## config.mk

```make
export PLATFORM = sky130hd
export DESIGN_NAME = mem_arbiter
export DESIGN_NICKNAME = d
export VERILOG_FILES = /design/src/rtl/mem_arbiter.sv
export SDC_FILE = /design/constraint.sdc
export NUM_CORES = 1
export LEC_CHECK = 0
export CORE_ASPECT_RATIO = 1.75
export CORE_UTILIZATION = 46
export DETAILED_ROUTE_END_ITERATION = 12
export PLACE_DENSITY = 0.86
export SLEW_MARGIN = 20
export SYNTH_ARGS = -nofsm -noshare
export SYNTH_HDL_FRONTEND = slang
export SYNTH_SLANG_ARGS = --single-unit
```

## constraint.sdc

```tcl
create_clock -name clk_100mhz -period 3 [get_ports clk_100mhz]
set_input_delay 0.9 -clock clk_100mhz [delete_from_list [all_inputs] [get_ports clk_100mhz]]
set_output_delay 0.9 -clock clk_100mhz [all_outputs]
set_load 0.01 [all_outputs]
```

## src/rtl/mem_arbiter.sv

```systemverilog
// Arbitrates an instruction-fetch port and a load/store port onto one memory
// channel. Only one transaction is in flight. Data has priority, but a fetch
// cannot be starved for more than MAX_D_STREAK data grants.
module mem_arbiter #(
  parameter int unsigned MAX_D_STREAK = 4
) (
  input  logic        clk_100mhz,
  input  logic        rst_n_in,
  input  logic        if_req_in,
  input  logic [31:0] if_addr_in,
  output logic        if_gnt_out,
  output logic        if_rvalid_out,
  output logic [31:0] if_rdata_out,
  input  logic        d_req_in,
  input  logic        d_we_in,
  input  logic [31:0] d_addr_in,
  input  logic [31:0] d_wdata_in,
  output logic        d_gnt_out,
  output logic        d_rvalid_out,
  output logic [31:0] d_rdata_out,
  output logic        mem_req_out,
  output logic        mem_we_out,
  output logic [31:0] mem_addr_out,
  output logic [31:0] mem_wdata_out,
  input  logic        mem_ready_in,
  input  logic        mem_rvalid_in,
  input  logic [31:0] mem_rdata_in
);

  typedef enum logic [1:0] {IDLE, ISSUE, WAIT} state_t;

  localparam logic [3:0] MaxStreak = 4'(MAX_D_STREAK);

  state_t      state_q, state_d;
  logic        own_d_q, own_d_d;   // 1: data port owns the transaction
  logic        we_q, we_d;
  logic [31:0] addr_q, addr_d;
  logic [31:0] wdata_q, wdata_d;
  logic [3:0]  streak_q, streak_d;
  logic        if_gnt_q, if_gnt_d;
  logic        d_gnt_q, d_gnt_d;
  logic        if_rv_q, if_rv_d;
  logic        d_rv_q, d_rv_d;
  logic [31:0] if_rdata_q, if_rdata_d;
  logic [31:0] d_rdata_q, d_rdata_d;
  logic        fetch_win;

  assign fetch_win = if_req_in && (!d_req_in || (streak_q == MaxStreak));

  always_comb begin
    state_d    = state_q;
    own_d_d    = own_d_q;
    we_d       = we_q;
    addr_d     = addr_q;
    wdata_d    = wdata_q;
    streak_d   = streak_q;
    if_gnt_d   = 1'b0;
    d_gnt_d    = 1'b0;
    if_rv_d    = 1'b0;
    d_rv_d     = 1'b0;
    if_rdata_d = if_rdata_q;
    d_rdata_d  = d_rdata_q;
    unique case (state_q)
      IDLE: begin
        if (fetch_win) begin
          state_d  = ISSUE;
          own_d_d  = 1'b0;
          we_d     = 1'b0;
          addr_d   = if_addr_in;
          wdata_d  = '0;
          streak_d = '0;
          if_gnt_d = 1'b1;
        end else if (d_req_in) begin
          state_d  = ISSUE;
          own_d_d  = 1'b1;
          we_d     = d_we_in;
          addr_d   = d_addr_in;
          wdata_d  = d_wdata_in;
          d_gnt_d  = 1'b1;
          // Only grants that make a fetch wait count toward starvation.
          if (if_req_in && streak_q != 4'hF) streak_d = streak_q + 4'd1;
        end
      end
      ISSUE: begin
        if (mem_ready_in) begin
          if (we_q) begin
            state_d   = IDLE;
            d_rv_d    = 1'b1;
            d_rdata_d = '0;
          end else begin
            state_d = WAIT;
          end
        end
      end
      WAIT: begin
        if (mem_rvalid_in) begin
          state_d = IDLE;
          if (own_d_q) begin
            d_rv_d    = 1'b1;
            d_rdata_d = mem_rdata_in;
          end else begin
            if_rv_d    = 1'b1;
            if_rdata_d = mem_rdata_in;
          end
        end
      end
      default: state_d = IDLE;
    endcase
  end

  always_ff @(posedge clk_100mhz or negedge rst_n_in) begin
    if (!rst_n_in) begin
      state_q    <= IDLE;
      own_d_q    <= 1'b0;
      we_q       <= 1'b0;
      addr_q     <= '0;
      wdata_q    <= '0;
      streak_q   <= '0;
      if_gnt_q   <= 1'b0;
      d_gnt_q    <= 1'b0;
      if_rv_q    <= 1'b0;
      d_rv_q     <= 1'b0;
      if_rdata_q <= '0;
      d_rdata_q  <= '0;
    end else begin
      state_q    <= state_d;
      own_d_q    <= own_d_d;
      we_q       <= we_d;
      addr_q     <= addr_d;
      wdata_q    <= wdata_d;
      streak_q   <= streak_d;
      if_gnt_q   <= if_gnt_d;
      d_gnt_q    <= d_gnt_d;
      if_rv_q    <= if_rv_d;
      d_rv_q     <= d_rv_d;
      if_rdata_q <= if_rdata_d;
      d_rdata_q  <= d_rdata_d;
    end
  end

  // Channel fields are only meaningful while a request is presented.
  assign mem_req_out   = (state_q == ISSUE);
  assign mem_we_out    = mem_req_out & we_q;
  assign mem_addr_out  = mem_req_out ? addr_q  : '0;
  assign mem_wdata_out = mem_req_out ? wdata_q : '0;

  assign if_gnt_out    = if_gnt_q;
  assign d_gnt_out     = d_gnt_q;
  assign if_rvalid_out = if_rv_q;
  assign d_rvalid_out  = d_rv_q;
  assign if_rdata_out  = if_rdata_q;
  assign d_rdata_out   = d_rdata_q;

endmodule

```

=== After elaboration in Yosys (flattened, before gate mapping) ===
Cells that the tools add are included.

* Input bits: 135
* Output and inout bits: 134
* Register bits after elaboration: 140
* Logic and storage cells: 74

* Equal/unequal tests: 9
* Bitwise logic cells: 2
* Mux-type cells: 37
* Reductions and logical operators: 13
* $add $sub $neg: 1

{| class="wikitable"
|+ Operators by type and width
! operator !! number
|-
| two-way mux 32 bit || 10
|-
| one-hot mux 32 bit (2 select lines) || 1
|-
| two-way mux 1 bit || 16
|-
| two-way mux 4 bit || 3
|-
| two-way mux 2 bit || 5
|-
| AND reduction 3 bit || 3
|-
| one-hot mux 2 bit (3 select lines) || 1
|-
| nonzero test 2 bit || 3
|-
| AND reduction 5 bit || 1
|-
| adder 4 x 1 -> 4 bit (second input constant) || 1
|-
| == test 4 x 3 -> 1 bit (second input constant) || 1
|-
| != test 2 x 1 -> 1 bit (second input constant) || 2
|-
| != test 2 bit (second input constant) || 2
|-
| != test 4 bit (second input constant) || 1
|-
| != test 3 bit (second input constant) || 1
|-
| == test 2 x 1 -> 1 bit (second input constant) || 1
|-
| == test 2 bit (second input constant) || 1
|-
| logical AND 1 bit || 2
|-
| zero test 2 bit || 1
|-
| one-hot mux 1 bit (2 select lines) || 1
|-
| AND reduction 2 bit || 1
|-
| AND 1 bit || 1
|-
| zero test 1 bit || 1
|-
| logical OR 1 bit || 1
|-
| NOT 1 bit || 1
|}

=== Logic depth before layout (Yosys ltp) ===
Gate-level depths: netlist (run 1).

* Depth after elaboration: 5
* Gate-level depth with buffers: 9
* Depth with buffers taken out: 6

=== Worst setup path before layout (run 1) ===
No wires, ideal clock.

* Kind: reg-to-output
* Start: register state_q[1]
* End: output mem_addr_out[10]
* Data arrival time: 1.337 ns
* Stages on the path, launching flop included: 6
* Slack: 0.763 ns
* Data required time: 2.100 ns
* Cells stage by stage: dfrtp_1 -> inv_1 -> ha_1 -> clkbuf_1 -> clkbuf_1 -> and2_1

* Word-level cells in the longest chain between the ends: 2

{| class="wikitable"
|+ Ends and longest elaborated chain
! what !! line !! RTL
|-
| from (decl) || 34 || <nowiki>state_t state_q, state_d;</nowiki>
|-
| from (signal assigned) || 126 || <nowiki>state_q <= state_d;</nowiki>
|-
| == test 2 x 1 -> 1 bit || 142 || <nowiki>assign mem_req_out = (state_q == ISSUE);</nowiki>
|-
| via mem_req_out || 21 || <nowiki>output logic mem_req_out,</nowiki>
|-
| two-way mux 32 bit || 144 || <nowiki>assign mem_addr_out = mem_req_out ? addr_q : '0;</nowiki>
|-
| to (decl) || 23 || <nowiki>output logic [31:0] mem_addr_out,</nowiki>
|}

The timed path passes the listed nets, and every way through them passes these cells.

=== Worst setup path after layout (run 1) ===
* Start: register state_q[1]
* End: output mem_wdata_out[13]

* Word-level cells in the longest chain between the ends: 2

{| class="wikitable"
|+ Ends and longest elaborated chain
! what !! line !! RTL
|-
| == test 2 x 1 -> 1 bit || 142 ||
|-
| two-way mux 32 bit || 145 || <nowiki>assign mem_wdata_out = mem_req_out ? wdata_q : '0;</nowiki>
|-
| to (decl) || 24 || <nowiki>output logic [31:0] mem_wdata_out,</nowiki>
|}

Every way passes these cells.

==> results.sh, run 1 <==
export IMPL_critical_path_top_delay_family="buffers and inverters"
export IMPL_rows=56
export IMPL_first_global_vias=5797
export IMPL_yosys_register_bits=140
export IMPL_fmax_ghz=0.3410
export IMPL_status="completed"
export IMPL_rr_startpoint="state_q[0]$_DFFE_PN0P_"
export IMPL_gp_congestion=0.7923
export IMPL_drt_wl_total_mm=18.27
export IMPL_period_share_pct=97.74
export IMPL_power_density_nw_per_um2=975.5
export IMPL_wl_per_cell_um=17.68
export IMPL_regArea_um2=3503
export IMPL_setup_tns_ns=0
export IMPL_worst_r2r_path_depth=5
export IMPL_io_buffer_count=268
export IMPL_maxSlewViolCount=0
export IMPL_synth_flop_cell="dfrtp_1"
export IMPL_dp_cells=999
export IMPL_path_class="reg -> out"
export IMPL_busiest_layer="met2"
export IMPL_syn2layout_area_growth_pct=55.14
export IMPL_r2r_end="d_rdata_out[13]$_DFFE_PN0P_"
export IMPL_async_flop_share_pct=100.0
export IMPL_cts_reportedPaths_clkPinSlew_ns=0.07
export IMPL_worst_path_buf_inv=3
export IMPL_dpl_cell_area_um2=9067
export IMPL_arrival_ns=2.03
export IMPL_p_leak_nw=4.388
export IMPL_synth_edf_count=0
export IMPL_synth_top_area_share_pct=56.00
export IMPL_syn_avg_cell_area_um2=10.64
export IMPL_ir_worst_vdd_uv=451.2
export IMPL_vias=5376
export IMPL_use_met1_pct=26.96
export IMPL_synth_area_top_cells="dfrtp_1 56%, and2_1 6.6%, mux2_2 5.9%"
export IMPL_yosysSeqAreaShare_pct=56.00
export IMPL_crit_chain="inv_1 > ha_4 > clkbuf_16 > and2_1 > clkdlybuf4s50_1"
export IMPL_stdcell_count=1033
export IMPL_start_util_pct=46.99
export IMPL_antenna_found_initial=1
export IMPL_die_h_um=156.3
export IMPL_worstSkewPairLatency_ns=0.41
export IMPL_h_tree_depth=4
export IMPL_slowest_stage="clkdlybuf4s50_1"
export IMPL_grt_start_max_net_pins=69
export IMPL_synth_cell_type_count=33
export IMPL_grtUsageMet2_pct=46.64
export IMPL_final_fill_count=918
export IMPL_drive_above_1_share_pct=10.02
export IMPL_clockBufferDepth=2
export IMPL_cts_sinks=140
export IMPL_cts_tree="done"
export IMPL_multiInputGateArea_um2=2405
export IMPL_grt_pass1_wl_mm=28.55
export IMPL_critPathMaxStageDelay_ns=0.56
export IMPL_grt_overflow_total=0
export IMPL_hold_class="in -> async"
export IMPL_drv_cap=0
export IMPL_synth_warnings=0
export IMPL_avgViaCountPerCell=5.204
export IMPL_required_ns=2.10
export IMPL_die_width_um=90.16
export IMPL_dp_hpwl_mm=12.86
export IMPL_slew_headroom_pct=37.29
export IMPL_startpoint="state_q[1]$_DFFE_PN0P_"
export IMPL_final_util_pct=72.90
export IMPL_met3_usage_pct=5.053
export IMPL_netlist_area_um2=6256
export IMPL_post_cts_buffers=0
export IMPL_crit_fanout=34
export IMPL_drtPass1Iterations=6
export IMPL_syn_nets=728
export IMPL_ant_nets=0
export IMPL_r2r_slack_ns=0.62
export IMPL_cp_end_kind="output pin"
export IMPL_cts_root_buf="clkbuf_16"
export IMPL_min_period_ns=2.932
export IMPL_synthCells=588
export IMPL_grt_setup_unrepaired="no"
export IMPL_layout_nets=985
export IMPL_finClkSkew_ns=0.01545
export IMPL_core_area_um2=13310
export IMPL_io_pin_count=269
export IMPL_synth_top_area_cell="dfrtp_1"
export IMPL_report_final_hold_viol_count=0
export IMPL_worstMarginPinSlew_ns=0.9406
export IMPL_cts_made_buffers=17
export IMPL_setup_viol=0
export IMPL_die_area_um2=14090
export IMPL_grt_usage_pct=25.85
export IMPL_drt_iter0_drc=215
export IMPL_route_detailed_drc=0
export IMPL_final_area_um2=9706
export IMPL_cp_start_kind="register"
==> cell usage after synthesis, types with 2 or more instances <==
cell / n
nand2b_1: 2
buf_2: 23
ha_1: 5
dfrtp_1: 140
mux2i_1: 33
nand4_1: 2
nand2_1: 70
a21oi_1: 66
nor2_1: 36
buf_6: 5
inv_1: 40
clkbuf_1: 13
and2_1: 66
mux2_2: 33
a22o_1: 34
nand3_1: 3
==> what timing repair did <==
action                                  CTS  global route
hold buffers                              0             0
resized for setup                        11             1
cloned                                    0             1
endpoints found under the setup margin   13            54
hold endpoints to repair                  0             0
==> worst max-delay path by stage <==
stage	endpoint	slack, ns	cells past startpoint
final	mem_wdata_out[13]	0.07	5
after CTS	mem_we_out	-0.02	5
after floorplan	mem_addr_out[10]	0.76	5
after global placement	d_rdata_out[23]$_DFFE_PN0P_	0.33	4
after global routing	mem_we_out	0.006	5
after detailed placement	d_rdata_out[27]$_DFFE_PN0P_	0.24	4
==> cells by family after synthesis <==
kind of cell,count (synthesis),synth area share [%]
AO/OA/AOI/OAI,110,11.50
buffers and inverters,82,6.000
flip-flops,140,56.00
XOR/XNOR,1,0.1400
multiplexers,66,11.22
AND/OR/NAND/NOR,184,14.14
adder cells (fa/ha/maj),5,1.000
==> report_power, final <==
part	internal, W	total, W	switching [W]
clock network	0.00128	0.00216	0.000872
logic	0.00228	0.00430	0.00202
registers	0.00261	0.00301	0.000395
==> per-stage QoR <==
stage,setup slack (ns),hold WS (ns),power (W)
finish,0.06769,0.4724,0.009468
global route,0.005586,0.5174,0.009980
CTS,-0.01973,0.4944,0.009462
detailed placement,0.2412,0.4751,0.007295
global placement,0.3285,0.4782,0.007107
floorplan,0.7630,0.4583,0.005318
==> final cells by class <==
type,count,share of cell area [%]
repair buffers,279,28.93
well taps,174,2.243
clock buffers,18,4.525
diodes,1,0.02578
multi-input cells,366,24.78
flip-flops and latches,140,36.10
inverters,41,1.599
clock inverters,14,1.805
==> cell usage in the layout (no fill, tap or decap), types with 3 or more instances in the layout <==
cell / n
inv_1: 40
dfrtp_1: 140
nand2_1: 70
dlygate4sd2_1: 11
nor2_1: 36
inv_8: 5
clkbuf_16: 18
a21oi_1: 66
nand3_1: 3
mux2i_1: 33
clkdlybuf4s50_1: 256
a22o_1: 34
buf_12: 3
ha_1: 4
clkinv_4: 3
mux2_2: 33
buf_4: 7
and2_1: 66
==> routing by layer <==
metal | share of wire, % | vias to the layer above
met5 | 0 | -
met3 | 4.6 | 67
li1 | - | 2459
met2 | 54 | 233
met4 | 5.3 | 0
met1 | 36 | 2617
==> state kept, by name (all words and copies together), names as in the netlist <==
name and flops:
if_gnt_out 1, if_rvalid_out 1, d_rvalid_out 1, own_d_q 1, d_gnt_out 1, state_q 2, wdata_q 32, d_rdata_out 32
addr_q 32, we_q 1, streak_q 4, if_rdata_out 32
Power figures use the tool's default switching activity.
==> run 2, diff against run 1 <==
--- a/config.mk
+++ b/config.mk
@@ -5,10 +5,12 @@
 export SDC_FILE = /design/constraint.sdc
 export NUM_CORES = 1
 export LEC_CHECK = 0
-export CORE_ASPECT_RATIO = 1.75
-export CORE_UTILIZATION = 46
+export CELL_PAD_IN_SITES_DETAIL_PLACEMENT = 1
+export CELL_PAD_IN_SITES_GLOBAL_PLACEMENT = 2
+export CORE_ASPECT_RATIO = 0.8
+export CORE_UTILIZATION = 27
 export DETAILED_ROUTE_END_ITERATION = 12
-export PLACE_DENSITY = 0.86
+export PLACE_DENSITY_LB_ADDON = 0.1
 export SLEW_MARGIN = 20
 export SYNTH_ARGS = -nofsm -noshare
 export SYNTH_HDL_FRONTEND = slang
==> run 2 against run 1 <==
Non-clock buffer count rose by 2. First-iteration DRC count fell by 7.0%. Combinational power rose by 0.9%. Clock skew fell by 0.0012 ns. Die area rose by 69%. Cell area rose by 2.2%. Wire length rose by 9.6%. Via count fell by 2.2%. Final cell count rose by 13%. Fmax rose by 0.74%. Utilization fell by 29 points. Sequential power barely moved. Critical path type unchanged. Largest cell class unchanged. Highest routed layer is now met5.
==> results.sh, run 2 (synthesized netlist as in run 1, its figures left out) <==
export IMPL_cts_hold_buf=0
export IMPL_dp_cells=1134
export IMPL_drv_cap=0
export IMPL_post_cts_buffers=0
export IMPL_layout_nets=987
export IMPL_setup_ws_ns=0.08924
export IMPL_report_final_hold_viol_count=0
export IMPL_first_global_vias=5723
export IMPL_grt_usage_pct=17.53
export IMPL_path_class="reg -> out"
export IMPL_clockBufferDepth=2
export IMPL_grt_overflow_total=0
export IMPL_finClkSkew_ns=0.01430
export IMPL_final_common_cell="clkdlybuf4s50_1"
export IMPL_cts_tree="done"
export IMPL_die_area_um2=23790
export IMPL_arrival_ns=2.01
export IMPL_core_area_um2=22620
export IMPL_cts_reportedPaths_clkPinSlew_ns=0.06
export IMPL_worst_path_buf_inv=3
export IMPL_dp_hpwl_mm=14.16
export IMPL_cts_root_buf="clkbuf_16"
export IMPL_p_leak_nw=4.442
export IMPL_route_detailed_drc=0
export IMPL_cts_resized=2
export IMPL_maxSlewViolCount=0
export IMPL_stdcell_count=1166
export IMPL_n_antenna_cell=0
export IMPL_io_buffer_count=268
export IMPL_rows=49
export IMPL_hold_class="in -> async"
export IMPL_crit_chain="inv_1 > ha_4 > buf_12 > and2_1 > clkdlybuf4s50_1"
export IMPL_worstMarginPinSlew_ns=0.9393
export IMPL_crit_fanout=36
export IMPL_syn2layout_area_growth_pct=58.58
export IMPL_ir_worst_vdd_uv=414.9
export IMPL_ant_nets=0
export IMPL_gp_congestion=0.7488
export IMPL_cp_start_kind="register"
export IMPL_setup_viol=0
export IMPL_fmax_ghz=0.3436
export IMPL_cts_sinks=140
export IMPL_h_tree_depth=4
export IMPL_critPathMaxStageDelay_ns=0.58
export IMPL_hold_ws_ns=0.4176
export IMPL_antenna_found_initial=1
export IMPL_slowest_stage="clkdlybuf4s50_1"
export IMPL_wl_per_cell_um=17.17
export IMPL_worstSkewPairLatency_ns=0.42
export IMPL_required_ns=2.10
export IMPL_min_period_ns=2.911
export IMPL_status="completed"
export IMPL_cts_made_buffers=17
export IMPL_critical_path_top_delay_family="buffers and inverters"
export IMPL_grt_pass1_wl_mm=32.33
export IMPL_start_util_pct=27.65
export IMPL_grt_start_max_net_pins=57
export IMPL_worst_r2r_path_depth=5
export IMPL_cp_num_cells=5
export IMPL_avgViaCountPerCell=4.510
export IMPL_post_place_ws_ns=0.1920
export IMPL_drtPass1Iterations=4
export IMPL_slew_headroom_pct=37.38
export IMPL_drive_above_1_share_pct=10.23
export IMPL_final_cell_mix="261 x clkdlybuf4s50_1, 140 x dfrtp_1, 70 x nand2_1, 66 x and2_1, 66 x a21oi_1"
export IMPL_vias=5259
export IMPL_drt_wl_total_mm=20.02
export IMPL_power_density_nw_per_um2=956.5
export IMPL_drt_iter0_drc=200
export IMPL_cp_end_kind="output pin"
export IMPL_period_share_pct=97.03
export IMPL_io_pin_count=269
export IMPL_die_width_um=172.2
export IMPL_die_h_um=138.2
[run 2: cell count changes in the layout (fill, tap and decap cells not counted), sizes merged]
cell	change
dlygate4sd2	-11
inv	-1
clkdlybuf4s50	+5
clkinv	-1
diode	-1
dlymetal6s2s	+6
buf	+3
clkinvlp	+1
[run 2: metal layers]
layer	part of all wire (%)	GRT usage, %	routed length, um
met1	44	22.36	8849
met2	47	28.48	9452
met3	7.2	5.926	1446
met4	1.3	4.052	261
met5	0.065	0	13
[run 2: layout make-up]
class | instances | area, um2
clock buffer | 19 | 442.9
clock inverter | 13 | 155.1
fill | 2434 | 12700
inverter | 41 | 155.1
multi-input combinational | 366 | 2410
sequential | 140 | 3503
tap | 306 | 382.9
timing repair buffer | 281 | 2872
[run 2: worst register-to-register path, cell delays in order (launching register included)]
cell and delay [ns]:
dfrtp_1 0.42, inv_1 0.10, ha_1 0.19, buf_4 0.35
a211o_2 0.83, mux2i_1 0.31
[run 2: final timing paths]
check / from / end / slack [ns]
worst max-delay path: state_q[1]$_DFFE_PN0P_ / mem_addr_out[8] / 0.09
min in group clk_100mhz: wdata_q[12]$_DFFE_PN0P_ / wdata_q[12]$_DFFE_PN0P_ / 0.49
worst max register to register: state_q[0]$_DFFE_PN0P_ / d_rdata_out[10]$_DFFE_PN0P_ / 0.70
max in group asynchronous: rst_n_in / d_rdata_out[13]$_DFFE_PN0P_ / 1.75
worst min-delay path: rst_n_in / wdata_q[21]$_DFFE_PN0P_ / 0.42
worst min register to register: wdata_q[12]$_DFFE_PN0P_ / wdata_q[12]$_DFFE_PN0P_ / 0.49
[run 2: stage by stage]
step / utilization [%] / power (W) / cell area, um2 / setup TNS, ns
3_5_place_dp: 41.04 / 0.007411 / 9285 / 0
6_report: 43.85 / 0.009490 / 9921 / 0
5_1_grt: 43.85 / 0.01016 / 9921 / -0.01464
4_1_cts: 43.72 / 0.009657 / 9891 / 0
2_1_floorplan: - / 0.005318 / 6256 / 0
3_3_place_gp: 41.04 / 0.007282 / 9285 / 0
[run 2: power breakdown]
part / total [W] / internal (W) / switching, W
registers: 0.00299 / 0.00261 / 0.000373
logic: 0.00434 / 0.00232 / 0.00202
clock network: 0.00216 / 0.00127 / 0.000891
